===== src/rtl/mem_pkg.sv =====
// Shared definitions for the memory arbiter: load/store size codes, FSM states
// and requester identifiers.
package mem_pkg;

  localparam logic [2:0] SZ_B  = 3'b000;
  localparam logic [2:0] SZ_H  = 3'b001;
  localparam logic [2:0] SZ_W  = 3'b010;
  localparam logic [2:0] SZ_BU = 3'b100;
  localparam logic [2:0] SZ_HU = 3'b101;

  typedef enum logic [1:0] {
    IDLE = 2'd0,
    BUSY = 2'd1,
    RESP = 2'd2
  } state_e;

  localparam logic REQ_IF = 1'b0;
  localparam logic REQ_LS = 1'b1;

endpackage


===== src/rtl/mem_lane_fmt.sv =====
// Byte-lane formatting: request side builds byte enables, shifted store data and
// the misalignment flag; response side extracts and extends the loaded lane.
module mem_lane_fmt
  import mem_pkg::*;
(
  input  logic [1:0]  req_off_i,
  input  logic [2:0]  req_size_i,
  input  logic [31:0] req_wdata_i,
  output logic [3:0]  be_o,
  output logic [31:0] wdata_o,
  output logic        misalign_o,
  input  logic [1:0]  rsp_off_i,
  input  logic [2:0]  rsp_size_i,
  input  logic [31:0] rsp_rdata_i,
  output logic [31:0] rsp_data_o
);

  logic [31:0] rspShifted;

  // Any size code outside the byte/half encodings behaves as a full word.
  always_comb begin
    be_o       = 4'b1111;
    misalign_o = 1'b0;
    case (req_size_i)
      SZ_B, SZ_BU: be_o = 4'b0001 << req_off_i;
      SZ_H, SZ_HU: begin
        be_o       = 4'b0011 << req_off_i;
        misalign_o = req_off_i[0];
      end
      default: begin
        be_o       = 4'b1111;
        misalign_o = |req_off_i;
      end
    endcase
  end

  assign wdata_o    = req_wdata_i << {req_off_i, 3'b000};
  assign rspShifted = rsp_rdata_i >> {rsp_off_i, 3'b000};

  always_comb begin
    rsp_data_o = rspShifted;
    case (rsp_size_i)
      SZ_B:    rsp_data_o = {{24{rspShifted[7]}}, rspShifted[7:0]};
      SZ_H:    rsp_data_o = {{16{rspShifted[15]}}, rspShifted[15:0]};
      SZ_BU:   rsp_data_o = {24'd0, rspShifted[7:0]};
      SZ_HU:   rsp_data_o = {16'd0, rspShifted[15:0]};
      default: rsp_data_o = rspShifted;
    endcase
  end

endmodule


===== src/rtl/mem_arbiter.sv =====
// Two-requester (fetch, load/store) arbiter onto a single word-wide memory port.
// Define MEM_ARB_RR_EN for round-robin arbitration; otherwise load/store always wins.
module mem_arbiter
  import mem_pkg::*;
#(
  parameter int ADDR_W = 32
) (
  input  logic              clk,
  input  logic              rst,
  input  logic              if_req,
  input  logic [ADDR_W-1:0] if_addr,
  output logic              if_gnt,
  output logic              if_rvalid,
  output logic [31:0]       if_rdata,
  input  logic              ls_req,
  input  logic              ls_we,
  input  logic [ADDR_W-1:0] ls_addr,
  input  logic [31:0]       ls_wdata,
  input  logic [2:0]        ls_size,
  output logic              ls_gnt,
  output logic              ls_rvalid,
  output logic [31:0]       ls_rdata,
  output logic              ls_err,
  output logic              mem_req,
  output logic              mem_we,
  output logic [ADDR_W-1:0] mem_addr,
  output logic [3:0]        mem_be,
  output logic [31:0]       mem_wdata,
  input  logic [31:0]       mem_rdata,
  input  logic              mem_ready
);

  state_e            state_q, state_d;
  logic              owner_q, owner_d;
  logic              we_q, we_d;
  logic              err_q, err_d;
  logic [ADDR_W-1:0] addr_q, addr_d;
  logic [2:0]        size_q, size_d;
  logic [3:0]        be_q, be_d;
  logic [31:0]       wdata_q, wdata_d;
  logic [31:0]       rdata_q, rdata_d;

  logic              idleOk, grantIf, grantLs;
  logic [ADDR_W-1:0] selAddr;
  logic [2:0]        selSize;
  logic [1:0]        reqOff, rspOff;
  logic [3:0]        fmtBe;
  logic [31:0]       fmtWdata, fmtRdata;
  logic              fmtMisalign;

  assign idleOk = (state_q == IDLE) && !rst;

`ifdef MEM_ARB_RR_EN
  logic lastLs_q;

  // On a tie the requester that was not granted most recently wins.
  assign grantLs = idleOk && ls_req && !(if_req && lastLs_q);
  assign grantIf = idleOk && if_req && !(ls_req && !lastLs_q);

  always_ff @(posedge clk) begin
    if (rst) begin
      lastLs_q <= 1'b1;
    end else if (grantIf || grantLs) begin
      lastLs_q <= grantLs;
    end
  end
`else
  assign grantLs = idleOk && ls_req;
  assign grantIf = idleOk && if_req && !ls_req;
`endif

  // Fetches are formatted as aligned full-word reads regardless of their address.
  assign selAddr = grantLs ? ls_addr : if_addr;
  assign selSize = grantLs ? ls_size : SZ_W;
  assign reqOff  = grantLs ? ls_addr[1:0] : 2'b00;
  assign rspOff  = (owner_q == REQ_LS) ? addr_q[1:0] : 2'b00;

  mem_lane_fmt u_lane_fmt (
    .req_off_i   (reqOff),
    .req_size_i  (selSize),
    .req_wdata_i (ls_wdata),
    .be_o        (fmtBe),
    .wdata_o     (fmtWdata),
    .misalign_o  (fmtMisalign),
    .rsp_off_i   (rspOff),
    .rsp_size_i  (size_q),
    .rsp_rdata_i (mem_rdata),
    .rsp_data_o  (fmtRdata)
  );

  always_comb begin
    state_d = state_q;
    owner_d = owner_q;
    we_d    = we_q;
    err_d   = err_q;
    addr_d  = addr_q;
    size_d  = size_q;
    be_d    = be_q;
    wdata_d = wdata_q;
    rdata_d = rdata_q;
    case (state_q)
      IDLE: begin
        if (grantIf || grantLs) begin
          owner_d = grantLs ? REQ_LS : REQ_IF;
          we_d    = grantLs && ls_we;
          addr_d  = selAddr;
          size_d  = selSize;
          be_d    = fmtBe;
          wdata_d = (grantLs && ls_we) ? fmtWdata : 32'd0;
          // Misaligned accesses skip memory and answer with an error directly.
          if (grantLs && fmtMisalign) begin
            state_d = RESP;
            err_d   = 1'b1;
            rdata_d = 32'd0;
          end else begin
            state_d = BUSY;
            err_d   = 1'b0;
          end
        end
      end
      BUSY: begin
        if (mem_ready) begin
          state_d = RESP;
          rdata_d = we_q ? 32'd0 : fmtRdata;
        end
      end
      RESP:    state_d = IDLE;
      default: state_d = IDLE;
    endcase
  end

  always_ff @(posedge clk) begin
    if (rst) begin
      state_q <= IDLE;
      owner_q <= REQ_IF;
      we_q    <= 1'b0;
      err_q   <= 1'b0;
      addr_q  <= '0;
      size_q  <= 3'd0;
      be_q    <= 4'd0;
      wdata_q <= 32'd0;
      rdata_q <= 32'd0;
    end else begin
      state_q <= state_d;
      owner_q <= owner_d;
      we_q    <= we_d;
      err_q   <= err_d;
      addr_q  <= addr_d;
      size_q  <= size_d;
      be_q    <= be_d;
      wdata_q <= wdata_d;
      rdata_q <= rdata_d;
    end
  end

  assign if_gnt    = grantIf;
  assign ls_gnt    = grantLs;
  assign mem_req   = (state_q == BUSY);
  assign mem_we    = mem_req && we_q;
  assign mem_addr  = mem_req ? {addr_q[ADDR_W-1:2], 2'b00} : '0;
  assign mem_be    = mem_req ? be_q : 4'd0;
  assign mem_wdata = mem_req ? wdata_q : 32'd0;
  assign if_rvalid = (state_q == RESP) && (owner_q == REQ_IF);
  assign ls_rvalid = (state_q == RESP) && (owner_q == REQ_LS);
  assign if_rdata  = if_rvalid ? rdata_q : 32'd0;
  assign ls_rdata  = ls_rvalid ? rdata_q : 32'd0;
  assign ls_err    = ls_rvalid && err_q;

endmodule


===== config.mk =====
export PLATFORM = sky130hd
export DESIGN_NAME = mem_arbiter
export DESIGN_NICKNAME = d
export VERILOG_FILES = /design/src/rtl/mem_pkg.sv /design/src/rtl/mem_lane_fmt.sv /design/src/rtl/mem_arbiter.sv
export SDC_FILE = /design/constraint.sdc
export NUM_CORES = 1
export LEC_CHECK = 0
export ABC_AREA = 0
export CAP_MARGIN = 20
export CORE_MARGIN = 2
export CORE_UTILIZATION = 39
export DETAILED_ROUTE_END_ITERATION = 10
export GPL_TIMING_DRIVEN = 0
export PLACE_DENSITY = 0.78
export SLEW_MARGIN = 20
export SYNTH_ARGS = -nofsm -noshare
export SYNTH_HDL_FRONTEND = slang
export SYNTH_SLANG_ARGS = --single-unit

===== constraint.sdc =====
create_clock -name clk -period 1.9 [get_ports clk]
set_input_delay 0.285 -clock clk [delete_from_list [all_inputs] [get_ports clk]]
set_output_delay 0.285 -clock clk [all_outputs]
set_load 0.03 [all_outputs]

Yosys cells after proc, flatten, opt, wreduce, memory -nomap -nowiden
Cells that the tools add are included.
- shift-type cells: 4
- eq/ne operators: 11
- reductions and logical operators: 23
- mux-type cells: 24
- bitwise operators: 1
- operator list (cell ; count):
    2-to-1 mux 32 bit ; 10
    case mux 32 bit (4 select lines) ; 1
    case mux 32 bit (2 select lines) ; 1
    left shift 32 x 5 -> 32 bit ; 1
    right shift 32 x 5 -> 32 bit ; 1
    == test 3 bit, second input constant ; 4
    logical AND 1 bit ; 10
    2-to-1 mux 2 bit ; 5
    case mux 4 bit (2 select lines) ; 1
    == test 3 x 1 -> 1 bit, second input constant ; 2
    zero test 3 bit ; 2
    inequality test 2 x 1 -> 1 bit, second input constant ; 3
    OR reduction 2 bit ; 3
    2-to-1 mux 4 bit ; 1
    case mux 2 bit (2 select lines) ; 1
    AND reduction 2 bit ; 2
    AND reduction 4 bit ; 1
    left shift 1 x 2 -> 4 bit, first input constant ; 1
    left shift 2 x 2 -> 4 bit, first input constant ; 1
    2-to-1 mux 3 bit ; 1
    == test 2 x 1 -> 1 bit, second input constant ; 1
    == test 2 bit, second input constant ; 1
    zero test 1 bit ; 2
    zero test 2 bit ; 1
    other kinds (5) ; 6
- logic and storage cells: 72
- register bits: 108
- bits of input ports: 137
- output and inout port bits: 139

Depth between registers and ports, before layout
- word-level depth: 11
- mapped depth: 9
- mapped depth without buffers: 5

Modules after synthesis
Synthesis repeated with hierarchy kept, for this count alone.
- cells, all modules: 836
- area, all modules: 6413.7 µm²
- modules (own cells, without submodules) (module ; instances ; cells each ; area each (µm²)):
    mem_arbiter ; 1 ; 639 ; 5083.6
    mem_lane_fmt ; 1 ; 197 ; 1330.0

Worst setup path before layout
Ideal clock, no wire load.
- kind: reg2out
- start: register owner_q
- end: output port if_rdata[22]
- data arrival time: 1.683 ns
- stages on the path, launching flop included: 5
- path slack: -0.068 ns
- required time: 1.615 ns
- path through: dfxtp_1 > clkbuf_1 > nor3b_1 > clkbuf_1 > and2_1
- cells in the longest elaborated chain, start to end: 3
- RTL lines (what ; line ; RTL):
    start, declared ; mem_arbiter.sv:34 ; logic owner_q, owner_d;
    start signal, assigned ; mem_arbiter.sv:145 ; owner_q <= owner_d;
    inverter 1 bit ; mem_arbiter.sv:163 ; assign if_rvalid = (state_q == RESP) && (owner_q == REQ_IF);
    logical AND 1 bit ; mem_arbiter.sv:163 ;
    named net if_rvalid ; mem_arbiter.sv:13 ; output logic if_rvalid,
    2-to-1 mux 32 bit ; mem_arbiter.sv:165 ; assign if_rdata = if_rvalid ? rdata_q : 32'd0;
    end, declared ; mem_arbiter.sv:14 ; output logic [31:0] if_rdata,
The timed path passes the listed nets, and every way through them passes these cells.

Worst setup path in the final report
- start: register state_q[1]
- end: output port ls_gnt
- cells in the longest elaborated chain, start to end: 3
- RTL lines (what ; line ; RTL):
    start, declared ; mem_arbiter.sv:33 ; state_e state_q, state_d;
    start signal, assigned ; mem_arbiter.sv:144 ; state_q <= state_d;
    zero test 2 bit ; mem_arbiter.sv:51 ; assign idleOk = (state_q == IDLE) && !rst;
    logical AND 1 bit ; mem_arbiter.sv:51 ;
    logical AND 1 bit ; mem_arbiter.sv:68 ; assign grantLs = idleOk && ls_req;
    end, declared ; mem_arbiter.sv:20 ; output logic ls_gnt,
No other way between the ends.

==> results.py <==
metrics = {
    "outcome": {
        "result_of_the_run": "complete, but fails checks",
        "failed_checks": "setup timing",
    },
    "layout": {
        "syn2layout_area_growth_pct": 76.2,
        "antenna_cells_inserted": 0,
        "fraction_of_final_layout_cells_sized_beyond_drive_strength_1": 0.379,
        "design.final.nets": 1199,
        "design_area_sq_um": 10900,
        "layoutNonFillerInstCount": 1282,
    },
    "pwr": {
        "ir_worst_vdd_uv": 425,
        "p_clk_frac": 0.300,
        "internal_power_mw": 4.47,
        "power.leakage_nw": 4.82,
        "p_seq_frac": 0.401,
        "switchingPower_mw": 1.86,
        "sw_frac_of_total": 0.294,
        "comb_power_share": 0.299,
        "power_density_nw_per_um2": 579,
    },
    "global_routing": {
        "grt_first_pass_wirelength_um": 35600,
        "grt_antenna_before_repair": 0,
        "grt_remaining_overflow": 0,
        "grt.total_usage": 0.268,
        "number_of_global_route_vias_before_repair": 6494,
        "grt_start_max_net_pins": 16,
    },
    "timing": {
        "worst_clock_skew_ns": 0.00805,
        "min_period_over_period": 1.07,
        "grt_setup_unrepaired": "yes",
        "final-setup-viol-count": 109,
        "finalHoldViolations": 0,
        "max_slew_margin": 0.492,
        "tightestPinTransition_ns": 0.763,
        "max_freq_mhz": 493,
        "maxSlewViolCount": 0,
        "post-route-worst-setup-slack_ns": -0.127,
        "finalWorstPathRequiredPeriod_ns": 2.03,
    },
    "yosys": {
        "per_instance_average_area_after_synthesis_sq_um": 8.48,
        "synth_area_sq_um": 6210,
        "synth_sequential_area_ratio": 0.348,
        "netlist_top_cells_area": "sky130_fd_sc_hd__dfxtp_1 35%, sky130_fd_sc_hd__and2_1 14%, sky130_fd_sc_hd__mux2i_1 8.9%",
        "ys_top_cells_by_count": "136 x sky130_fd_sc_hd__and2_1, 108 x sky130_fd_sc_hd__dfxtp_1, 55 x sky130_fd_sc_hd__mux2i_1, 48 x sky130_fd_sc_hd__clkbuf_1, 47 x sky130_fd_sc_hd__nor2_1",
        "yosys.cell_types.count": 56,
        "share_of_flip_flops_with_an_asynchronous_set_or_reset": 0,
        "syn-instance-count": 732,
        "synth.largest_area_cell": "sky130_fd_sc_hd__dfxtp_1",
        "ys_seq_elements": 108,
        "post-synth-top-count-cell": "sky130_fd_sc_hd__and2_1",
        "synth-edff-count": 0,
        "yosysWarningCount": 0,
        "postSynth.topFlopCell": "sky130_fd_sc_hd__dfxtp_1",
        "post-synth-top-area-fraction": 0.348,
    },
    "setup_path": {
        "slowest_stage": "sky130_fd_sc_hd__or4b_4",
        "reg2reg_setup_slack_ns": -0.11,
        "regToRegStartpoint": "state_q[1]$_SDFFE_PP0P_",
        "rr_worst_depth": 7,
        "worstPathArrival_ns": 1.74,
        "reg2reg_to": "wdata_q[30]$_SDFFE_PP0P_",
        "setup.worst_path.start_class": "flip-flop",
        "worstPathRequired_ns": 1.62,
        "slowest_stage_delay_cp_ns": 0.57,
        "worst-path-max-fanout": 8,
        "crit_chain": "or4b_4 -> inv_4 -> buf_12 -> buf_8 -> buf_6",
        "critical_path_class": "flip-flop to primary output",
        "crit_path_end_kind": "primary output",
    },
    "route": {
        "remaining_drc_errors": 0,
        "drtPass1Iterations": 5,
        "first_iteration_detailed_routing_drc_count": 584,
        "vias_per_cell": 5.47,
        "avgRoutedWirePerCell_um": 19.4,
        "route.vias.total": 7015,
        "route.final.wire_length_um": 24900,
        "antenna_violating_nets_post_route": 0,
    },
    "clock_tree": {
        "insertion_delay_ns": 0.35,
        "cts_hold_repair.buffers": 0,
        "cts_tree": "built",
        "clock_tree.root_cell": "sky130_fd_sc_hd__clkbuf_16",
        "cts_sinks": 108,
        "number_of_cts_inserted_buffers": 9,
        "clockBufferDepth": 2,
        "cts.htree.levels": 3,
        "cts.clk_slew.worst_paths_ns": 0.07,
    },
    "floorplanning": {
        "die_area_sq_um": 17000,
        "floorplan.die.width_um": 130,
        "io_pins": 276,
        "core_region_area_sq_um": 15700,
        "placementRows": 46,
        "initial_core_util": 0.395,
        "chipHeight_um": 130,
    },
    "place": {
        "port-buffer-count": 273,
        "instance_area_at_placement_sq_um": 9220,
        "dp_hpwl_um": 17100,
        "gpl.final_weighted_congestion": 0.887,
        "placedCellCount": 1222,
    },
    "hold_path": {
        "worstHoldEndpoint": "state_q[1]$_SDFFE_PP0P_",
        "hold_path.class": "input port to flip-flop",
        "hold_path_startpoint": "mem_ready",
        "hold_depth": 3,
    },
    "job": {
        "max_capacitance_violation_count": 0,
    },
}
==> power groups by stage <==
stage | sequential (mW) | combinational (mW) | clock (mW)
floorplan | 2.52 | 0.795 | 0
finish | 2.54 | 1.90 | 1.90
detailed placement | 2.56 | 1.42 | 0
global route | 2.56 | 2.01 | 2.01
global placement | 2.56 | 1.41 | 0
CTS | 2.52 | 1.58 | 1.91
==> cell families after synthesis <==
kind of cell | share of synthesized area
AO/OA/AOI/OAI | 0.219
flip-flops | 0.348
other | 0.000604
AND/OR/NAND/NOR | 0.263
multiplexers | 0.107
buffers and inverters | 0.0618
==> registers in the layout, summed over array words and instances, names as in the netlist <==
| name | cells |
|---|---|
| wdata_q | 32 |
| addr_q | 32 |
| rdata_q | 32 |
| state_q | 2 |
| size_q | 3 |
| owner_q | 1 |
| we_q | 1 |
| err_q | 1 |
| be_q | 4 |
==> worst max path at each step <==
stage	from	endpoint	cells after the start	slack (ns)
3_5_place_dp	state_q[0]$_SDFFE_PP0P_	mem_wdata[21]	6	-0.94
3_3_place_gp	state_q[0]$_SDFFE_PP0P_	mem_wdata[21]	6	-0.93
6_report	state_q[1]$_SDFFE_PP0P_	ls_gnt	5	-0.13
5_1_grt	state_q[0]$_SDFFE_PP0P_	ls_gnt	6	-0.16
2_1_floorplan	state_q[0]$_SDFFE_PP0P_	addr_q[1]$_SDFFE_PP0P_	8	0.005
4_1_cts	state_q[0]$_SDFFE_PP0P_	ls_gnt	6	-0.13
==> final cells by class <==
class                      count  area [sq um]
fill                        1216          4770
timing repair buffer         321          3440
clock inverter                 2          35.0
buffer                        65           594
multi-input combinational    536          4100
sequential                   108          2170
inverter                      21          81.3
clock buffer                  13           250
tap                          216           270
==> layer usage <==
| metal | routed length, um | vias to the layer above | track usage | share of wire |
|---|---|---|---|---|
| met5 | 0 | - | 0 | 0 |
| met4 | 600 | 0 | 0.0930 | 0.024 |
| met3 | 1920 | 48 | 0.0504 | 0.077 |
| met2 | 12200 | 352 | 0.448 | 0.49 |
| met1 | 10100 | 3325 | 0.347 | 0.41 |
| li1 | - | 3290 | - | - |
==> worst max-delay path, delay by kind of cell (launching register included) <==
kind | cells | cell delay, ns
AND/OR/NAND/NOR | 1 | 0.57
flip-flops | 1 | 0.39
buffers and inverters | 4 | 0.43
==> cell usage in the layout, fill, tap and decap left out, types with 9 or more instances in the layout <==
cell / netlist / final
sky130_fd_sc_hd__a211o_1: 17 / 17
sky130_fd_sc_hd__a211oi_1: 33 / 33
sky130_fd_sc_hd__a22o_1: 9 / 9
sky130_fd_sc_hd__a32o_1: 22 / 22
sky130_fd_sc_hd__a32oi_1: 9 / 9
sky130_fd_sc_hd__and2_1: 136 / 23
sky130_fd_sc_hd__and2_4: 0 / 113
sky130_fd_sc_hd__and3_1: 17 / 17
sky130_fd_sc_hd__buf_2: 13 / 11
sky130_fd_sc_hd__buf_4: 2 / 31
sky130_fd_sc_hd__buf_6: 3 / 146
sky130_fd_sc_hd__buf_8: 0 / 15
sky130_fd_sc_hd__clkbuf_1: 48 / 13
sky130_fd_sc_hd__clkbuf_16: 0 / 17
sky130_fd_sc_hd__clkbuf_2: 0 / 14
sky130_fd_sc_hd__clkdlybuf4s50_1: 0 / 131
sky130_fd_sc_hd__dfxtp_1: 108 / 104
sky130_fd_sc_hd__inv_1: 20 / 20
sky130_fd_sc_hd__mux2_2: 10 / 10
sky130_fd_sc_hd__mux2i_1: 55 / 55
sky130_fd_sc_hd__nand2_1: 41 / 39
sky130_fd_sc_hd__nand3_1: 21 / 21
sky130_fd_sc_hd__nor2_1: 47 / 43
sky130_fd_sc_hd__o21ai_0: 34 / 32
==> metrics by stage <==
step	hold WS, ns	power (mW)	worst slack (ns)	setup TNS (ns)	util
4_1_cts	0.460	6.01	-0.126	-3.75	0.634
2_1_floorplan	0.411	3.32	0.00466	0	-
6_report	0.372	6.33	-0.127	-6.69	0.696
5_1_grt	0.406	6.57	-0.162	-15.28	0.696
3_5_place_dp	0.444	3.98	-0.936	-145.26	0.587
3_3_place_gp	0.440	3.97	-0.931	-142.34	0.587
==> what timing repair did <==
item,4_1_cts,5_1_grt
pin swaps,14,52
resized for setup,991,289
setup endpoints to repair,239,233
cloned,5,12
buffers inserted,15,17
(Power assumes the default switching activity.)
